`src/rtl/mantissa_final_adder.sv`:
```
// Two-stage pipelined carry-propagate adder closing the MBE mantissa multiplier.
// Produces the 48-bit product plus a normalized 24-bit mantissa with guard/sticky.
module mantissa_final_adder (
  input  logic        clk,
  input  logic        rst,
  input  logic        in_valid,
  output logic        in_ready,
  input  logic [47:0] in_row0,
  input  logic [47:0] in_row1,
  output logic        out_valid,
  input  logic        out_ready,
  output logic [47:0] product,
  output logic [23:0] mant,
  output logic        norm,
  output logic        guard,
  output logic        sticky
);

  logic        va;
  logic        vb;
  logic [23:0] lo_a;
  logic        carry_a;
  logic [23:0] row0_hi_a;
  logic [23:0] row1_hi_a;
  logic [47:0] product_b;

  logic        ready_b;
  logic        ready_a;
  logic        load_a;
  logic        move_ab;
  logic [24:0] lo_sum;
  logic [23:0] hi_sum;

  assign ready_b  = !vb || out_ready;
  assign ready_a  = !va || ready_b;
  assign in_ready = ready_a;
  assign load_a   = in_valid && ready_a;
  assign move_ab  = va && ready_b;

  assign lo_sum = {1'b0, in_row0[23:0]} + {1'b0, in_row1[23:0]};
  // Carry out of bit 47 is intentionally dropped: the product is mod 2^48.
  assign hi_sum = row0_hi_a + row1_hi_a + {23'd0, carry_a};

  // NOTE: all pipeline state uses non-blocking assignments so every register
  // samples pre-edge values and A->B and input->A can happen on the same edge.
  always_ff @(posedge clk) begin
    if (rst) begin
      va        <= 1'b0;
      vb        <= 1'b0;
      lo_a      <= '0;
      carry_a   <= 1'b0;
      row0_hi_a <= '0;
      row1_hi_a <= '0;
      product_b <= '0;
    end else begin
      if (load_a) begin
        va        <= 1'b1;
        lo_a      <= lo_sum[23:0];
        carry_a   <= lo_sum[24];
        row0_hi_a <= in_row0[47:24];
        row1_hi_a <= in_row1[47:24];
      end else if (move_ab) begin
        va <= 1'b0;
      end

      if (move_ab) begin
        vb        <= 1'b1;
        product_b <= {hi_sum, lo_a};
      end else if (out_ready) begin
        vb <= 1'b0;
      end
    end
  end

  assign out_valid = vb;
  assign product   = product_b;

  // NOTE: every output of a combinational block gets a default first, so no
  // path through the block can leave a latch behind.
  always_comb begin
    norm   = product_b[47];
    mant   = product_b[46:23];
    guard  = product_b[22];
    sticky = |product_b[21:0];
    if (norm) begin
      mant   = product_b[47:24];
      guard  = product_b[23];
      sticky = |product_b[22:0];
    end
  end

endmodule

```
`config.mk`:
```
export PLATFORM = sky130hd
export DESIGN_NAME = mantissa_final_adder
export DESIGN_NICKNAME = d
export VERILOG_FILES = /design/src/rtl/mantissa_final_adder.sv
export SDC_FILE = /design/constraint.sdc
export NUM_CORES = 1
export LEC_CHECK = 0
export BUFFER_PORTS_ARGS = -buffer_cell sky130_fd_sc_hd__buf_2
export CAP_MARGIN = 20
export CORE_MARGIN = 2
export CORE_UTILIZATION = 54
export DETAILED_ROUTE_END_ITERATION = 10
export PLACE_DENSITY = 0.86
export RECOVER_POWER = 25
export SYNTH_ARGS = -nofsm -noshare
export SYNTH_HDL_FRONTEND = slang
export SYNTH_SLANG_ARGS = --single-unit
```
`constraint.sdc`:
```
create_clock -name clk -period 3.7 [get_ports clk]
set_input_delay 0 -clock clk [delete_from_list [all_inputs] [get_ports clk]]
set_output_delay 0 -clock clk [all_outputs]
set_load 0.01 [all_outputs]
```
==> results.yml, run 1 <==
sta:
  fmax_ghz: 0.341
  fin_crit_sh_pct: 79.3
  rsz0062_at_grt: "no"
  fin_setup_tns_ns: 0
  hold_viol: 0
  tightest_slew_ns: 0.801
  min_period_ns: 2.93
  slew_headroom_pct: 46.6
  worst_slack_ns: 0.767
  fin_skew_ns: 0.00727
  setup_viol: 0
  slew_violations: 0
placement:
  dp_slack_ns: 0.791
  dp_hpwl_um: 13300
  gp_congestion: 0.936
  portBuffers: 176
drt:
  viasPerCell: 5.69
  drc_errors: 1
  routed_wl_um: 20200
  wl_per_cell_um: 15.9
  ant_nets: 0
  drt-initial-drc-count: 600
  vias: 7254
  drt_pass1_iterations: 8
yosys:
  syn-num-nets: 1036
  ys.flop_type: "dfxtp_1"
  syn_inst: 887
  synthesis.area_um2: 6990
  synth.most_common_cell: "nand2_1"
  synthTopCellsByArea: "dfxtp_1 (35%), nand2_1 (11%), a21oi_1 (9.9%), ha_1 (8.2%), mux2_2 (3.9%)"
  avgSynthCellArea_um2: 7.88
  ys_warn_count: 0
  async_flop_share_pct: 0
  yosysUniqueCellTypes: 65
  synth_largest_area_cell: "dfxtp_1"
  yosys.area.top_type_share_pct: 35.2
  ys_seq_area_share_pct: 35.2
  ys_ff_latch: 123
  synth_common_cells: "nand2_1 (214), a21oi_1 (138), dfxtp_1 (123)"
  synth_edf_count: 0
cts:
  post_cts_resized: 0
  clock_sinks: 123
  cts_root_buf: "clkbuf_16"
  clock_latency_ns: 0.41
  htree_levels: 4
  cts_tree: "done"
  clk_path_buf_depth: 2
  cts_buffers: 17
  clk_transition_reported_paths_ns: 0.05
layout:
  final_core_util_pct: 71.4
  fillers: 989
  final_nets: 1238
  drive_gt1_share_pct: 18.8
  layout-area-overhead-vs-synth_pct: 28.9
setup_path:
  crit_path_end_kind: "register"
  r2r_end: "product[42]$_SDFFE_PP0P_"
  rr_worst_depth: 9
  cp.arrival_ns: 3.23
  r2r-start: "carry_a$_SDFFE_PP0P_"
  rrSetupSlack_ns: 0.77
  critPathLaunchType: "register"
  cp_max_fo: 3
  required_ns: 4.00
  critical_path_class: "register to register"
die:
  die_area_um2: 13900
  dieWidth_um: 118
  die_h_um: 118
  core_um2: 12600
  boundaryPins: 177
  start_util_pct: 55.4
  num_rows: 41
job:
  maxCapViolCount: 0
global_routing:
  grt_pass1_vias: 6683
  grt_max_degree: 76
  track_usage_pct: 28.3
  overflow: 0
  grt_pass1_wl_um: 32500
  antenna_found_initial: 1
run_status:
  status: "finished with violations"
  failed_checks: "DRC"
min_path:
  holdPathStages: 4
  hp-start: "in_row1[0]"
  hold_path_end: "lo_a[0]$_SDFFE_PP0P_"
  min_path_type: "primary input to register"
power:
  power_density_nw_per_um2: 429
  ir_worst_vdd_v: 0.000295
  p_leak_uw: 0.00389
  finalPower_uw: 3870
[area by class of cell]
cell class                 count  area (um2)  share of cell area [%]
timing repair buffer         232        1380                    15.3
inverter                      14        52.6                   0.583
sequential                   123        2460                    27.3
antenna                        1        2.50                  0.0278
clock inverter                 7         113                    1.25
multi-input combinational    701        4300                    47.7
clock buffer                  25         485                    5.39
tap                          172         215                    2.39
[worst max path at each step]
stage	from	to	slack, ns
6_report	carry_a$_SDFFE_PP0P_	product[42]$_SDFFE_PP0P_	0.77
5_1_grt	carry_a$_SDFFE_PP0P_	product[42]$_SDFFE_PP0P_	0.56
4_1_cts	carry_a$_SDFFE_PP0P_	product[46]$_SDFFE_PP0P_	0.77
3_5_place_dp	carry_a$_SDFFE_PP0P_	product[42]$_SDFFE_PP0P_	0.79
3_3_place_gp	carry_a$_SDFFE_PP0P_	product[42]$_SDFFE_PP0P_	0.88
2_1_floorplan	carry_a$_SDFFE_PP0P_	product[46]$_SDFFE_PP0P_	1.02
[flip-flops by register name, summed over array words and instances, names as in the netlist]
register	cells
product	48
carry_a	1
row0_hi_a	24
lo_a	24
va	1
row1_hi_a	24
out_valid	1
[stage by stage]
stage	instances	area, um2	hold WS (ns)
final	1275	9010	0.0747
after global routing	1275	9010	0.116
after CTS	1273	9050	0.0403
after detailed placement	1191	7950	0.246
after global placement	1191	7950	0.243
after floorplan	887	6990	0.117
[logic make-up after synthesis]
| logic type | after synthesis | synth area share, % |
|---|---|---|
| flip-flops | 123 | 35.2 |
| AO/OA/AOI/OAI | 262 | 23.7 |
| adder cells (fa/ha/maj) | 49 | 9.09 |
| multiplexers | 25 | 4.01 |
| AND/OR/NAND/NOR | 338 | 21.1 |
| buffers and inverters | 63 | 3.46 |
| XOR/XNOR | 27 | 3.38 |
[where the power goes]
group	total [uW]	switching, uW	internal (uW)
logic	730	416	314
registers	1470	59.7	1410
clock network	1670	562	1110
total	3870	1040	2830
[worst max-delay path: stages (launching register included)]
cell	delay [ns]
dfxtp_1	0.32
fa_1	0.47
fa_1	0.45
a211oi_2	0.27
o21bai_1	0.17
a2111oi_2	0.39
o21bai_1	0.18
a41oi_1	0.30
xnor2_1	0.09
a22o_1	0.18
[cells in the final DEF (no fill, tap or decap), types with 9 or more instances in the layout]
| cell type | instances |
|---|---|
| clkbuf_1 | 53 |
| o21bai_1 | 10 |
| ha_1 | 46 |
| buf_2 | 127 |
| xnor2_1 | 19 |
| a211oi_1 | 15 |
| nand2_1 | 213 |
| dlygate4sd3_1 | 50 |
| inv_1 | 14 |
| nand3_1 | 18 |
| o21ai_0 | 21 |
| mux2_2 | 24 |
| nor3_1 | 14 |
| dfxtp_1 | 123 |
| a21o_1 | 18 |
| clkbuf_16 | 17 |
| nor4_1 | 9 |
| a21oi_1 | 138 |
| nor2_1 | 41 |
[what timing repair did]
item                                   in CTS  in global routing
setup buffers                               0                  0
hold buffers                               50                  0
endpoints found under the hold margin      50                  0
setup endpoints to repair                   0                  0
[per-layer routing]
metal | track usage (%) | wire, um | up-vias | share of wire [%]
li1 | - | - | 3545 | -
met1 | 35.4 | 8550 | 3333 | 42
met2 | 47.6 | 9560 | 321 | 47
met3 | 6.10 | 1460 | 55 | 7.2
met4 | 11.3 | 663 | 0 | 3.3
met5 | 0 | 0 | - | 0
(Power assumes the default switching activity.)
==> inputs of run 2 (changes only) <==
ABC_AREA = 1   (was not set)
CORE_UTILIZATION = 50   (was 54)
PLACE_DENSITY = 0.82   (was 0.86)
clock period = 2.6 ns   (was 3.7 ns; I/O delays follow)
==> run 2 against run 1 <==
The run now ends clean. Critical endpoint is now product[38]$_SDFFE_PP0P_. Largest cell class unchanged. Hold slack got worse by 0.034 ns. Routed wire length increased by 17%. Global-route usage decreased by 0.54 points. First-iteration DRC count increased by 30%.
==> results.yml, run 2 <==
layout:
  final_nets: 1701
  layout_commonest_cell: "nand2_1"
  drive_gt1_share_pct: 11.8
  layout_common_cells: "nand2_1 (359), inv_1 (235), nor2_1 (181)"
  layout-area-overhead-vs-synth_pct: 25.8
  antenna_cells: 0
  seq_area_um2: 2460
  fin_cells: 1780
  largest_register_ffs: 48
  fillers: 1534
  multi_input_area_um2: 4570
cts:
  cts_buffers: 17
  post_cts_resized: 0
  clock_sinks: 123
  cts_root_buf: "clkbuf_16"
  cts.hold.buffers_added: 49
  clock_latency_ns: 0.41
  post-cts-setup-buffers: 0
  clk_transition_reported_paths_ns: 0.05
  htree_levels: 4
  cts_tree: "done"
  clk_path_buf_depth: 2
setup_path:
  crit_end: "product[38]$_SDFFE_PP0P_"
  rr_worst_depth: 11
  cp_max_fo: 3
  worstSetupStartpoint: "carry_a$_SDFFE_PP0P_"
  crit_path_end_kind: "register"
  critical_path_class: "register to register"
  critPathLaunchType: "register"
  r2r_end: "product[38]$_SDFFE_PP0P_"
  rrSetupSlack_ns: 0.42
  required_ns: 2.91
  cp.arrival_ns: 2.49
  r2r-start: "carry_a$_SDFFE_PP0P_"
die:
  dieWidth_um: 131
  die_area_um2: 17300
  start_util_pct: 51.1
  die_h_um: 131
  core_um2: 15900
  boundaryPins: 177
  num_rows: 46
sta:
  tightest_slew_ns: 1.44
  rsz0062_at_grt: "no"
  fin_setup_tns_ns: 0
  setup_viol: 0
  min_period_ns: 2.18
  worst_slack_ns: 0.417
  hold_viol: 0
  fin_skew_ns: 0.00751
  fmax_ghz: 0.458
  fin_crit_sh_pct: 84.0
  slew_headroom_pct: 3.87
  slew_violations: 0
run_status:
  status: "finished clean"
yosys:
  synth_common_cells: "nand2_1 (360), inv_1 (236), nor2_1 (181)"
  synth-simple-area-share_pct: 33.3
  syn_inst: 1343
  synthesis.area_um2: 8110
  ys.flop_type: "dfxtp_1"
  synth_compound_area_share_pct: 13.7
  async_flop_share_pct: 0
  synth_edf_count: 0
  ys_ff_latch: 123
  synth_xor_area_share_pct: 1.62
  muxShareOfSynthArea_pct: 0
  ys_seq_area_share_pct: 30.4
  synth_largest_area_cell: "dfxtp_1"
  synth_top_family_by_area: "simple AND/OR/NAND/NOR gates"
  yosysUniqueCellTypes: 32
  synthTopCellsByArea: "dfxtp_1 (30%), nand2_1 (17%), inv_1 (11%), nor2_1 (8.4%), o21ai_0 (7.2%)"
  synth.most_common_cell: "nand2_1"
  ys_warn_count: 0
  syn-num-nets: 1492
  avgSynthCellArea_um2: 6.04
  synth-adder-area-share_pct: 7.84
  yosys.area.top_type_share_pct: 30.4
global_routing:
  grt_max_degree: 78
  antenna_found_initial: 0
  grt_pass1_wl_um: 39100
  overflow: 0
  grt_pass1_vias: 8123
  track_usage_pct: 27.8
power:
  p_leak_uw: 0.00551
  ir_worst_vdd_v: 0.000569
  power_density_nw_per_um2: 588
drt:
  wl_per_cell_um: 13.4
  viasPerCell: 5.00
  drt-initial-drc-count: 782
  drt_pass1_iterations: 6
  ant_nets: 0
  drc_errors: 0
  routed_wl_um: 23800
  vias: 8906
placement:
  gp_congestion: 0.916
  dp_hpwl_um: 18300
  dp_cells: 1700
  portBuffers: 176
  dp_slack_ns: 0.462
job:
  maxCapViolCount: 0
min_path:
  hp-start: "in_row1[23]"
  min_path_type: "primary input to register"
[run 2: cell count changes after synthesis, moves of 11 or more]
cell and delta:
a211oi_1 -15, a21o_1 -12, a21oi_1 -50, clkbuf_1 -11
inv_1 +222, mux2_2 -24, nand2_1 +146, nand3_1 +50
nor2_1 +140, o21ai_0 +96, xnor2_1 -15
[run 2: critical path, cell delays in order, from the launching register on]
cell and delay [ns]:
dfxtp_1 0.32, fa_1 0.49, fa_1 0.48, nand2_1 0.10, nand2_1 0.08, nand3_1 0.07, nand2_1 0.10, nand3_1 0.11
a21o_1 0.12, nand3_1 0.07, nand2_1 0.09, inv_1 0.04
[run 2: area by class of cell]
cell class / count / share of cell area, %
inverter: 239 / 8.79
clock inverter: 12 / 1.69
sequential: 123 / 24.1
multi-input combinational: 939 / 44.8
timing repair buffer: 232 / 13.6
clock buffer: 19 / 4.34
tap: 216 / 2.65
[run 2: cells by family after synthesis]
logic type / after synthesis
AND/OR/NAND/NOR: 659
buffers and inverters: 281
AO/OA/AOI/OAI: 216
flip-flops: 123
adder cells (fa/ha/maj): 49
XOR/XNOR: 15
[run 2: through the flow]
step	power, uW	hold slack, ns	area, um2	util [%]
final	6000	0.0405	10200	64.2
after global routing	6330	0.0656	10200	64.2
after CTS	6020	0.0133	10300	64.6
after detailed placement	3510	0.256	9160	57.7
after global placement	3490	0.249	9160	57.7
after floorplan	3050	0.159	8110	-
[run 2: worst min-delay path by stage]
stage | cells after the start | end | slack (ns)
6_report | 4 | carry_a$_SDFFE_PP0P_ | 0.04
5_1_grt | 4 | carry_a$_SDFFE_PP0P_ | 0.07
4_1_cts | 4 | carry_a$_SDFFE_PP0P_ | 0.01
3_5_place_dp | 3 | row1_hi_a[12]$_SDFFE_PP0P_ | 0.26
3_3_place_gp | 3 | row1_hi_a[14]$_SDFFE_PP0P_ | 0.25
2_1_floorplan | 2 | in_ready | 0.16
[run 2: power by group]
group          internal [uW]  leakage, uW  switching [uW]  total [uW]
Clock                   1620     0.000299             840        2460
Combinational            525      0.00419             878        1400
Sequential              2040      0.00102             104        2140
[run 2: per-layer routing]
metal	track usage [%]	routed length [um]	vias to the layer above
li1	-	-	4593
met3	4.94	1880	24
met2	43.8	10300	324
met4	7.00	298	0
met5	0	0	-
met1	39.4	11300	3965
==> inputs of run 3 (changes only) <==
clock period = 1.8 ns   (was 2.6 ns; I/O delays follow)
==> run 3 against run 2 <==
The flow now finishes with violations (setup timing). Highest routed layer unchanged. Combinational power increased by 55%. Sequential share of layout area decreased by 0.78 points. Critical path depth increased by 1. Critical path type unchanged. Sequential power increased by 44%. Global-route usage decreased by 0.98 points.
==> results.yml, run 3 (same netlist as run 2, synthesis figures left out) <==
sta:
  tightest_slew_ns: 0.428
  setup_viol: 15
  fmax_ghz: 0.519
  min_period_ns: 1.93
  fin_crit_sh_pct: 107
  fin_skew_ns: 0.0157
  fin_setup_tns_ns: -1.15
  worst_slack_ns: -0.128
  hold_viol: 0
  slew_headroom_pct: 71.5
  rsz0062_at_grt: "yes"
  slew_violations: 0
placement:
  gp_congestion: 0.954
  dp_hpwl_um: 17900
  dpl_cell_area_um2: 9340
  portBuffers: 176
power:
  ir_worst_vdd_v: 0.000662
  p_leak_uw: 0.00562
  power_density_nw_per_um2: 817
drt:
  wl_per_cell_um: 13.1
  routed_wl_um: 23700
  drc_errors: 0
  ant_nets: 0
  drt-initial-drc-count: 685
  vias: 8951
  drt_pass1_iterations: 5
  viasPerCell: 4.97
cts:
  clock_sinks: 123
  cts_buffers: 17
  htree_levels: 4
  clk_path_buf_depth: 2
  clk_transition_reported_paths_ns: 0.06
  clock_latency_ns: 0.43
  cts_tree: "done"
  cts_root_buf: "clkbuf_16"
setup_path:
  max_stage_delay_ns: 0.41
  critical_path_class: "register to register"
  cp_cell_sequence: "fa_2 > fa_2 > nand2_2 > nand2_2 > nand3_2 > nand2_4 > nand2_2 > nand3_1 > nand2_1 > nand3_1 > nand2_1 > inv_1"
  path_common_cell: "nand2_2"
  crit_path_end_kind: "register"
  r2r-start: "carry_a$_SDFFE_PP0P_"
  required_ns: 2.13
  cpMaxStageDelayCell: "fa_2"
  rrSetupSlack_ns: -0.13
  rr_worst_depth: 12
  cp_max_fo: 3
  critPathLaunchType: "register"
  cp.arrival_ns: 2.26
  r2r_end: "product[46]$_SDFFE_PP0P_"
layout:
  largest_register_ffs: 48
  drive_gt1_share_pct: 16.4
  layout-area-overhead-vs-synth_pct: 30.1
  layout_commonest_cell: "nand2_1"
  final_core_util_pct: 66.5
  final_nets: 1722
  antenna_cells: 0
  finish.instance_area_um2: 10600
  layout_common_cells: "nand2_1 (342), inv_1 (235), nor2_1 (177)"
global_routing:
  grt_pass1_wl_um: 37600
  grt_pass1_vias: 7770
  track_usage_pct: 26.8
  overflow: 0
  antenna_found_initial: 0
  grt_max_degree: 70
job:
  maxCapViolCount: 0
die:
  dieWidth_um: 131
  die_area_um2: 17300
  start_util_pct: 51.1
  core_um2: 15900
  boundaryPins: 177
  die_h_um: 131
  num_rows: 46
run_status:
  status: "finished with violations"
  failed_checks: "setup timing"
min_path:
  hp-start: "in_row1[0]"
  min_path_type: "primary input to register"
  holdPathStages: 4
  hold_path_end: "lo_a[0]$_SDFFE_PP0P_"
==> run 3: changes by cell type in the layout (fill, tap and decap cells not counted), moves of 7 or more <==
cell / before / now
nand2_1: 359 / 342
nand2_2: 8 / 23
ha_1: 46 / 33
ha_2: 0 / 9
buf_4: 4 / 24
nand3_1: 68 / 61
==> run 3: critical path: cells and delay by family, from the launching register on <==
| kind | cells | cell delay (ns) |
|---|---|---|
| DFF | 1 | 0.33 |
| buffers and inverters | 1 | 0.03 |
| adders and majority gates | 2 | 0.80 |
| and+or+nand+nor | 9 | 0.65 |
==> run 3: layer usage <==
layer	vias to the layer above	part of all wire (%)	wire length [um]	GRT usage, %
met5	-	0	0	0
li1	4640	-	-	-
met4	0	1.3	318	7.67
met2	330	42	10000	40.7
met3	22	7.1	1680	4.82
met1	3959	49	11600	38.9
==> run 3: timing repair <==
action,4_1_cts,5_1_grt
hold endpoints to repair,50,0
gates resized for setup,14,40
pin swaps,4,6
setup endpoints to repair,12,19
hold buffers,49,0
setup buffers,0,1
==> run 3: worst max path at each step <==
stage / end / from / cells after the start / slack, ns
4_1_cts: product[44]$_SDFFE_PP0P_ / carry_a$_SDFFE_PP0P_ / 11 / -0.09
5_1_grt: product[40]$_SDFFE_PP0P_ / carry_a$_SDFFE_PP0P_ / 12 / -0.25
2_1_floorplan: product[46]$_SDFFE_PP0P_ / row1_hi_a[0]$_SDFFE_PP0P_ / 12 / -0.03
3_5_place_dp: product[46]$_SDFFE_PP0P_ / row1_hi_a[0]$_SDFFE_PP0P_ / 12 / -0.18
3_3_place_gp: product[46]$_SDFFE_PP0P_ / row1_hi_a[0]$_SDFFE_PP0P_ / 12 / -0.12
6_report: product[46]$_SDFFE_PP0P_ / carry_a$_SDFFE_PP0P_ / 12 / -0.13
==> run 3: where the power goes <==
group	internal [uW]	switching, uW	total (uW)
Combinational	857	1310	2170
Clock	2080	1280	3360
Sequential	2940	150	3090
Total	5880	2740	8620
==> run 3: layout make-up <==
type                       instances  area [um2]
clock buffer                      20         447
clock inverter                    12         140
fill                            1501        5330
inverter                         239         897
multi-input combinational        939        4770
sequential                       123        2460
tap                              216         270
timing repair buffer             253        1570
==> run 3: per-stage QoR <==
step	power (uW)	cells	hold WS (ns)	setup slack, ns
2_1_floorplan	4410	1343	0.159	-0.0324
3_3_place_gp	5100	1720	0.245	-0.119
3_5_place_dp	5130	1720	0.255	-0.175
4_1_cts	8570	1801	0.0144	-0.0937
5_1_grt	9060	1802	0.0459	-0.251
6_report	8620	1802	0.0170	-0.128
